### src/rtl/pwm_pkg.sv
// Shared types for the PWM duty sweep controller: FSM states and config
// register addresses.
package pwm_pkg;

   typedef enum logic [1:0] {
      IDLE = 2'd0,
      ARM  = 2'd1,
      UP   = 2'd2,
      DOWN = 2'd3
   } state_t;

   localparam logic [1:0] ADDR_LO    = 2'd0;
   localparam logic [1:0] ADDR_HI    = 2'd1;
   localparam logic [1:0] ADDR_STEP  = 2'd2;
   localparam logic [1:0] ADDR_DWELL = 2'd3;

endpackage

### src/rtl/pwm_wrap_detect.sv
// PWM period boundary detector: the phase accumulator wrapping shows up as
// the live phase dropping below last cycle's value.
module pwm_wrap_detect #(
   parameter int n = 14
) (
   input  logic         clk,
   input  logic         rst,
   input  logic [n-1:0] phase,
   output logic         wrap_c,
   output logic         wrap
);

   logic [n-1:0] phase_q;

   assign wrap_c = (phase < phase_q);

   always_ff @(posedge clk or posedge rst) begin
      if (rst) begin
         phase_q <= '0;
         wrap    <= 1'b0;
      end else begin
         phase_q <= phase;
         wrap    <= wrap_c;
      end
   end

endmodule

### src/rtl/pwm_sweep_ctrl.sv
// Triangle duty sweep LO -> HI -> LO with STEP increments, each value held for
// DWELL PWM periods; duty only updates on a period boundary.
module pwm_sweep_ctrl
   import pwm_pkg::*;
#(
   parameter int n = 14,
   parameter int m = 12
) (
   input  logic         clk,
   input  logic         rst,
   input  logic [n-1:0] phase,
   input  logic         cfg_valid,
   output logic         cfg_ready,
   input  logic [1:0]   cfg_addr,
   input  logic [m-1:0] cfg_data,
   input  logic         start,
   input  logic         stop,
   output logic [m-1:0] mod,
   output logic         busy,
   output logic         done,
   output logic         wrap
);

   localparam logic [m-1:0] ONE = {{(m-1){1'b0}}, 1'b1};

   state_t       state;
   logic [m-1:0] lo, hi, step, dwell, dcnt;
   logic [m-1:0] step_e, dwell_e, up_nxt, dn_nxt;
   logic [m:0]   up_sum;
   logic         wrap_c, dwell_hit;

   pwm_wrap_detect #(.n(n)) u_wrap (
      .clk    (clk),
      .rst    (rst),
      .phase  (phase),
      .wrap_c (wrap_c),
      .wrap   (wrap)
   );

   assign step_e  = (step  == '0) ? ONE : step;
   assign dwell_e = (dwell == '0) ? ONE : dwell;

   // Extra carry bit so a step near full scale saturates at HI instead of wrapping.
   assign up_sum    = {1'b0, mod} + {1'b0, step_e};
   assign up_nxt    = (up_sum >= {1'b0, hi}) ? hi : up_sum[m-1:0];
   assign dn_nxt    = ((mod - lo) <= step_e) ? lo : (mod - step_e);
   assign dwell_hit = (({1'b0, dcnt} + {1'b0, ONE}) >= {1'b0, dwell_e});

   assign cfg_ready = (state == IDLE);
   assign busy      = (state != IDLE);

   always_ff @(posedge clk or posedge rst) begin
      if (rst) begin
         state <= IDLE;
         lo    <= '0;
         hi    <= '1;
         step  <= ONE;
         dwell <= ONE;
         mod   <= '0;
         dcnt  <= '0;
         done  <= 1'b0;
      end else begin
         done <= 1'b0;
         if (stop && state != IDLE) begin
            state <= IDLE;
         end else begin
            case (state)
               IDLE: begin
                  if (cfg_valid) begin
                     case (cfg_addr)
                        ADDR_LO:   lo    <= cfg_data;
                        ADDR_HI:   hi    <= cfg_data;
                        ADDR_STEP: step  <= cfg_data;
                        default:   dwell <= cfg_data;
                     endcase
                  end
                  if (start && !stop) begin
                     state <= ARM;
                     mod   <= lo;
                  end
               end
               ARM: begin
                  if (wrap_c) begin
                     state <= UP;
                     dcnt  <= '0;
                  end
               end
               UP: begin
                  if (wrap_c) begin
                     if (dwell_hit) begin
                        dcnt <= '0;
                        if (mod >= hi) state <= DOWN;
                        else           mod   <= up_nxt;
                     end else begin
                        dcnt <= dcnt + ONE;
                     end
                  end
               end
               DOWN: begin
                  if (wrap_c) begin
                     if (dwell_hit) begin
                        dcnt <= '0;
                        if (mod <= lo) begin
                           state <= IDLE;
                           done  <= 1'b1;
                        end else begin
                           mod <= dn_nxt;
                        end
                     end else begin
                        dcnt <= dcnt + ONE;
                     end
                  end
               end
               default: state <= IDLE;
            endcase
         end
      end
   end

endmodule

### config.mk
export PLATFORM = sky130hd
export DESIGN_NAME = pwm_sweep_ctrl
export DESIGN_NICKNAME = d
export VERILOG_FILES = /design/src/rtl/pwm_pkg.sv /design/src/rtl/pwm_wrap_detect.sv /design/src/rtl/pwm_sweep_ctrl.sv
export SDC_FILE = /design/constraint.sdc
export NUM_CORES = 1
export LEC_CHECK = 0
export CORE_UTILIZATION = 55
export CTS_BUF_LIST = sky130_fd_sc_hd__clkbuf_16
export DETAILED_ROUTE_END_ITERATION = 8
export PLACE_DENSITY = 0.86
export RECOVER_POWER = 50
export SLEW_MARGIN = 10
export SYNTH_ARGS = -nofsm -noshare
export SYNTH_HDL_FRONTEND = slang
export SYNTH_HIERARCHICAL = 1
export SYNTH_SLANG_ARGS = --single-unit
### constraint.sdc
create_clock -name clk -period 4 [get_ports clk]
set_input_delay 0.4 -clock clk [delete_from_list [all_inputs] [get_ports clk]]
set_output_delay 0.4 -clock clk [all_outputs]
set_load 0.01 [all_outputs]
==> results.yml, run 1 <==
run_status:
  outcome: "finished with violations"
  violations: "negative setup slack"
global_routing:
  grt_max_degree: 49
  grt_pass1_vias: 6379
  grtUsageTotal: 0.308
  busiest_layer: "met2"
  met1_usage: 0.398
  grt_pass1_wl_mm: 31.5
  antenna_found_initial: 0
  grt_overflow: 0
  met3_usage: 0.0509
  use_met2: 0.501
worst_setup_path:
  path_class: "register to register"
  start_kind: "register"
  critPathArrivalTime_ns: 4.59
  required_ns: 4.24
  critical_path.max_fanout: 14
  endpoint_kind: "register"
sta:
  fin_crit_sh: 1.09
  finalCriticalPeriod_ns: 4.35
  fin_worst_skew_ns: 0.00748
  slew_headroom: 0.0185
  maxSlewViolCount: 0
  worst_slew_pin_slew_ns: 1.46
  setup_slack_ns: -0.348
  tns_ns: -3.05
  setup_viol: 12
  grt_setup_unrepaired: "yes"
  max_freq_ghz: 0.230
  final-hold-violation-count: 0
synth:
  ys.flop_type: "dfrtp_1"
  synth_top_family_by_area: "compound AO/OA/AOI/OAI gates"
  synth_area_um2: 7200
  synthArstFlopShare: 1.00
  synthAdderAreaFrac: 0.184
  synth_compound_area_frac: 0.189
  synth_xor_area_frac: 0.0438
  syn_nets: 908
  syn_area_per_cell_um2: 9.34
  synthSimpleGateAreaFrac: 0.134
  ys_seq_elements: 90
  synth_edf_count: 0
  synth_cells: 771
  ys_warn_count: 6
  yosysSeqAreaShare: 0.315
  ys_types: 79
  synthMuxAreaShare: 0.0709
cts:
  path_clk_slew_ns: 0.07
  clock_sinks: 90
  insertion_delay_ns: 0.35
  clockBufferDepth: 2
  hold_buffers: 0
  root_buffer: "clkbuf_16"
  cts_buffers: 9
  htree_levels: 3
  cts_tree: "yes"
detailed_routing:
  ant_nets: 0
  wl_per_cell_um: 19.4
  drc: 0
  wl_mm: 20.2
  first_pass_iters: 7
  vias_per_cell: 6.16
  initialDrtViolationCount: 707
  dr_total_vias: 6420
layout:
  areaGrowthSynthToFinish_pct: 22.0
  drive_gt1_frac: 0.228
  multiInputGateArea_um2: 4710
  diodes: 0
  regArea_um2: 2270
  fillerInstances: 876
  nets: 1003
floorplanning:
  die_area_um2: 13600
  die_h_um: 116
  io_pins: 49
  initial_core_util: 0.569
  dieWidth_um: 116
  core-area_um2: 12700
  std_cell_rows: 41
placed_design:
  dp_hpwl_mm: 14.5
  port_buffers: 48
  gp_congestion: 0.964
job:
  cap_violations: 0
hold_path:
  holdCritPathClass: "register to register"
==> routing by layer <==
metal	wire length, um	vias up
li1	-	2972
met1	8160	3052
met2	9550	317
met3	1640	79
met4	845	0
met5	0	-
==> worst max-delay path: stages, from the launching register on <==
cell	delay, ns
dfrtp_1	0.35
buf_4	0.15
inv_1	0.05
ha_1	0.44
a211oi_1	0.64
a211o_1	0.26
a31oi_2	0.07
xnor2_1	0.19
ha_1	0.26
nor4_4	0.31
o211ai_1	0.15
a211oi_2	0.30
o221ai_4	0.22
a32o_1	0.29
a211o_1	0.27
mux2_4	0.26
==> timing repair <==
action                                  CTS  global route
endpoints found under the setup margin   12            12
setup buffers                            17             4
resized for setup                        24            24
pin swaps                                24            33
==> kinds of logic after synthesis <==
family	count (synthesis)
adders and majority gates	104
muxes	45
xor gates and xnor gates	36
buffers and inverters	114
and+or+nand+nor	189
AOI/OAI and AO/OA	193
DFF	90
==> placed cells by master (no fill, tap or decap), drive strengths merged, types with 15 or more instances in the layout <==
| cell | instances |
|---|---|
| o21ai | 46 |
| inv | 85 |
| clkdlybuf4s50 | 33 |
| xnor2 | 24 |
| dfrtp | 76 |
| nand2 | 43 |
| buf | 66 |
| ha | 101 |
| nand3 | 15 |
| dlygate4sd3 | 15 |
| a21oi | 49 |
| nor2 | 52 |
| mux2 | 42 |
==> cell type report <==
type,count,area share
clock buffer,9,0.0256
clock inverter,7,0.00769
inverter,83,0.0356
multi-input combinational,567,0.535
sequential,90,0.258
tap,172,0.0245
timing repair buffer,115,0.113
==> per-stage QoR <==
| stage | instances | cell area, um^2 | util | worst slack, ns | hold WS, ns |
|---|---|---|---|---|---|
| detailed placement | 1006 | 8120 | 0.641 | -0.452 | 0.530 |
| finish | 1043 | 8790 | 0.694 | -0.348 | 0.557 |
| global route | 1043 | 8790 | 0.694 | -0.475 | 0.577 |
| global placement | 1006 | 8120 | 0.641 | -0.247 | 0.526 |
| floorplan | 771 | 7210 | - | 0.0131 | 0.301 |
| CTS | 1039 | 8640 | 0.682 | -0.166 | 0.453 |
==> cells in the mapped netlist (all sizes together) (12+ instances only) <==
cell    count  area [um^2]
o21ai      46          264
nor2       52          205
clkbuf     22         82.6
a31oi      12         87.6
xor2       12          105
nor3       13         65.1
nand2b     12         75.1
o211ai     12         90.1
nand3      15         85.1
dfrtp      76         1900
ha        101         1260
nand2      43          161
a21oi      49          253
dfstp      14          368
xnor2      24          210
mux2       42          480
inv        82          308
==> flip-flops by register name (all words and copies together), names as in the netlist <==
name / count
u_wrap/phase_q: 14
dcnt: 12
dwell: 12
hi: 12
lo: 12
mod: 12
step: 12
state: 2
done: 1
u_wrap/wrap: 1
==> path summary, 6_finish.rpt <==
check                          from            endpoint  slack, ns  depth (start not counted)
max reg2reg                 step[9]             mod[11]      -0.35                         15
max                         step[9]             mod[11]      -0.35                         15
min                        dwell[9]            dwell[9]       0.56                          1
min reg2reg                dwell[9]            dwell[9]       0.56                          1
max in group asynchronous       rst              lo[11]       1.45                          3
min in group asynchronous       rst  u_wrap/phase_q[10]       0.58                          2
Power of run 1 is left out: the tool's default activity adds up to more than one toggle a clock period on the data nets, which glitch-free logic cannot reach.
==> run 2: changes to the inputs <==
Settings changed: CORE_UTILIZATION 55 to 61, PLACE_DENSITY 0.86 to 0.9, SKIP_CTS_REPAIR_TIMING set to 1.
Clock period 4 ns to 4.6 ns, I/O delays scaled along.
==> results.yml, run 2 (synthesized netlist as in run 1, its figures left out) <==
run_status:
  outcome: "finished clean"
layout:
  areaGrowthSynthToFinish_pct: 13.6
  nets: 949
  top_register: "u_wrap/phase_q"
  diodes: 0
  layout_common_cells: "ha_1, inv_1, dfrtp_1, nor2_1, a21oi_1"
  largest_reg_flops: 14
  drive_gt1_frac: 0.147
  final_common_cell: "ha_1"
  fillerInstances: 794
floorplanning:
  io_pins: 49
  initial_core_util: 0.628
  die_area_um2: 12200
  std_cell_rows: 39
  core-area_um2: 11500
  dieWidth_um: 111
  die_h_um: 111
worst_setup_path:
  regToRegSetupSlack_ns: 0.16
  critical_path.max_fanout: 21
  start_kind: "register"
  cp_slowest_stage_delay_ns: 0.39
  path_class: "register to register"
  crit_slowest_cell: "dfrtp_1"
  crit_family: "compound AO/OA/AOI/OAI gates"
  cp_num_buf_inv: 2
  cpMostUsedCell: "a21o_1"
  critPathArrivalTime_ns: 4.68
  crit_chain: "inv_1, ha_1, a21o_1, a21o_1, a21oi_1, o21ai_0, a41oi_1, a21oi_1, xor2_1, ha_1, and3_1, nand4_1, a21o_1, a31oi_1, buf_4, nor2_1, a221o_1, mux2_2"
  required_ns: 4.85
  endpoint_kind: "register"
cts:
  cts_buffers: 9
  clock_sinks: 90
  clockBufferDepth: 2
  insertion_delay_ns: 0.36
  path_clk_slew_ns: 0.07
  cts_tree: "yes"
  htree_levels: 3
  root_buffer: "clkbuf_16"
sta:
  finalCriticalPeriod_ns: 4.44
  fin_worst_skew_ns: 0.00781
  final-hold-violation-count: 0
  fin_crit_sh: 0.964
  maxSlewViolCount: 0
  max_freq_ghz: 0.225
  setup_viol: 0
  setup_slack_ns: 0.164
  worst_slew_pin_slew_ns: 1.24
  slew_headroom: 0.170
placed_design:
  dp_hpwl_mm: 15.2
  gp_congestion: 0.969
  port_buffers: 48
  dp_slack_ns: 0.0763
detailed_routing:
  first_pass_iters: 7
  drc: 0
  ant_nets: 0
  wl_per_cell_um: 20.5
  vias_per_cell: 6.55
  wl_mm: 19.7
  dr_total_vias: 6286
  initialDrtViolationCount: 567
global_routing:
  grt_pass1_vias: 6206
  grtUsageTotal: 0.334
  antenna_found_initial: 0
  grt_max_degree: 48
  grt_pass1_wl_mm: 32.1
  grt_overflow: 0
job:
  cap_violations: 0
hold_path:
  holdCritPathClass: "register to register"
run 2: cell count changes in the layout (fill, tap and decap cells not counted), sizes merged:
| cell | delta |
|---|---|
| o221ai | +1 |
| dlygate4sd3 | +3 |
| buf | -56 |
| clkinvlp | -1 |
| bufinv | +1 |
| clkbuf | +1 |
| clkdlybuf4s50 | -3 |
run 2: path summary, 6_finish.rpt:
path | from | end | cells after the start
setup / recovery | lo[1] | mod[6] | 18
hold / removal | dwell[11] | dwell[11] | 1
setup reg to reg | lo[1] | mod[6] | 18
hold reg to reg | dwell[11] | dwell[11] | 1
max in group asynchronous | rst | step[7] | 3
min in group asynchronous | rst | u_wrap/phase_q[5] | 2
run 2: cell type report:
cell class	instances	area [um^2]	share of cell area
inverter	83	312	0.0381
clock buffer	9	225	0.0275
sequential	90	2270	0.277
multi-input combinational	568	4560	0.557
clock inverter	7	72.6	0.00886
tap	143	179	0.0219
timing repair buffer	60	568	0.0694
run 2: stage by stage:
stage / utilization / setup TNS (ns) / area (um^2) / instances / hold slack [ns]
6_report: 0.714 / 0 / 8190 / 960 / 0.558
5_1_grt: 0.714 / -0.0923 / 8190 / 960 / 0.578
3_3_place_gp: 0.679 / 0 / 7780 / 939 / 0.520
2_1_floorplan: - / 0 / 7200 / 771 / 0.361
4_1_cts: 0.705 / -0.0843 / 8080 / 955 / 0.520
3_5_place_dp: 0.679 / 0 / 7780 / 939 / 0.538
run 2: routing by layer:
layer / vias to the layer above / share of wire / GRT usage / routed length [um]
met2: 349 / 0.47 / 0.530 / 9240
met3: 82 / 0.10 / 0.0842 / 2000
met5: - / 0 / 0 / 0
li1: 2850 / - / - / -
met4: 0 / 0.037 / 0.141 / 726
met1: 3005 / 0.39 / 0.435 / 7760
Power of run 2 is left out for the same reason.
==> run 3: changes to the inputs <==
Settings changed: CELL_PAD_IN_SITES_DETAIL_PLACEMENT set to 2, CELL_PAD_IN_SITES_GLOBAL_PLACEMENT set to 2, CORE_UTILIZATION 61 to 38, PLACE_DENSITY 0.9 to 0.89.
==> results.yml, run 3 (synthesized netlist as in run 1, its figures left out) <==
run_status:
  outcome: "finished with violations"
  violations: "max-capacitance violations, max-slew violations, negative setup slack"
worst_setup_path:
  regToRegSetupSlack_ns: -0.08
  required_ns: 4.84
  start_kind: "register"
  critPathArrivalTime_ns: 4.93
  path_class: "register to register"
  critical_path.max_fanout: 8
  endpoint_kind: "register"
sta:
  final-hold-violation-count: 0
  slew_headroom: -0.711
  maxSlewViolCount: 53
  fin_crit_sh: 1.02
  max_freq_ghz: 0.214
  fin_worst_skew_ns: 0.0176
  finalCriticalPeriod_ns: 4.68
  worst_slew_pin_slew_ns: 2.55
  setup_viol: 8
  hold_slack_ns: 0.544
  setup_slack_ns: -0.0823
cts:
  cts_buffers: 9
  cts_tree: "yes"
  clock_sinks: 90
  clockBufferDepth: 2
  htree_levels: 3
  path_clk_slew_ns: 0.07
  insertion_delay_ns: 0.37
  root_buffer: "clkbuf_16"
floorplanning:
  core-area_um2: 18300
  initial_core_util: 0.394
  std_cell_rows: 49
  die_h_um: 140
  die_area_um2: 19500
  io_pins: 49
  dieWidth_um: 140
detailed_routing:
  vias_per_cell: 6.08
  wl_mm: 27.4
  dr_total_vias: 6419
  wl_met2_mm: 14.0
  wl_per_cell_um: 26.0
  wl_met3_mm: 1.08
  top_layer: "met4"
  ant_nets: 0
  drc: 0
  initialDrtViolationCount: 403
  wl_met1_mm: 11.5
  first_pass_iters: 7
global_routing:
  grt_overflow: 0
  grt_max_degree: 53
  grt_pass1_wl_mm: 41.3
  grtUsageTotal: 0.279
  antenna_found_initial: 0
  grt_pass1_vias: 7131
placed_design:
  dp_hpwl_mm: 19.9
  gp_congestion: 0.887
  port_buffers: 48
job:
  cap_violations: 1
layout:
  final_common_cell: "ha_1"
  nets: 959
  largest_reg_flops: 14
  diodes: 0
  drive_gt1_frac: 0.167
  areaGrowthSynthToFinish_pct: 17.1
  layout_common_cells: "ha_1, inv_1, dfrtp_1, nor2_1, a21oi_1"
  top_register: "u_wrap/phase_q"
  fillerInstances: 1968
hold_path:
  holdCritPathClass: "register to register"
-- run 3: through the flow --
stage                     instances  TNS (ns)  setup slack, ns  area (um^2)   util
after floorplan                 771         0            0.528         7200      -
after global placement         1037         0            0.141         7990  0.437
after detailed placement       1037    -0.190           -0.108         7990  0.437
after global routing           1056     -2.14           -0.295         8440  0.462
final                          1056    -0.304          -0.0823         8440  0.462
after CTS                      1053     -1.32           -0.246         8310  0.455
-- run 3: path summary, 6_finish.rpt --
path                          start           to  cells past startpoint
hold reg to reg            dwell[8]     dwell[8]                      1
max in group asynchronous       rst     step[10]                      3
hold / removal             dwell[8]     dwell[8]                      1
setup reg to reg            step[7]      mod[11]                     17
setup / recovery            step[7]      mod[11]                     17
min in group asynchronous       rst  u_wrap/wrap                      2
-- run 3: area by class of cell --
| class | instances | area (um^2) | area share |
|---|---|---|---|
| Clock buffer | 9 | 225 | 0.0267 |
| Clock inverter | 7 | 91.3 | 0.0108 |
| Inverter | 83 | 313 | 0.0371 |
| Multi-Input combinational cell | 567 | 4600 | 0.545 |
| Sequential cell | 90 | 2270 | 0.269 |
| Tap cell | 229 | 287 | 0.0340 |
| Timing Repair Buffer | 71 | 653 | 0.0774 |
-- run 3: per-layer routing --
| layer | track usage | up-vias |
|---|---|---|
| met5 | 0 | - |
| met1 | 0.339 | 3322 |
| li1 | - | 2859 |
| met2 | 0.496 | 174 |
| met4 | 0.104 | 0 |
| met3 | 0.0430 | 64 |
-- run 3: worst max-delay path, stage by stage, from the launching register on --
cell and delay [ns]:
dfrtp_1 0.42, nor4_2 0.27, a31o_2 0.27, ha_1 0.20, inv_1 0.07, fa_2 0.37
nor2_2 0.14, o311a_4 0.24, o21a_1 0.20, o211ai_1 0.20, ha_2 0.27, nor4_2 0.31
o211ai_1 0.17, a211oi_2 0.33, o221ai_4 0.23, a32o_1 0.36, a211o_1 0.26, mux2_2 0.27
Power of run 3 is left out for the same reason.
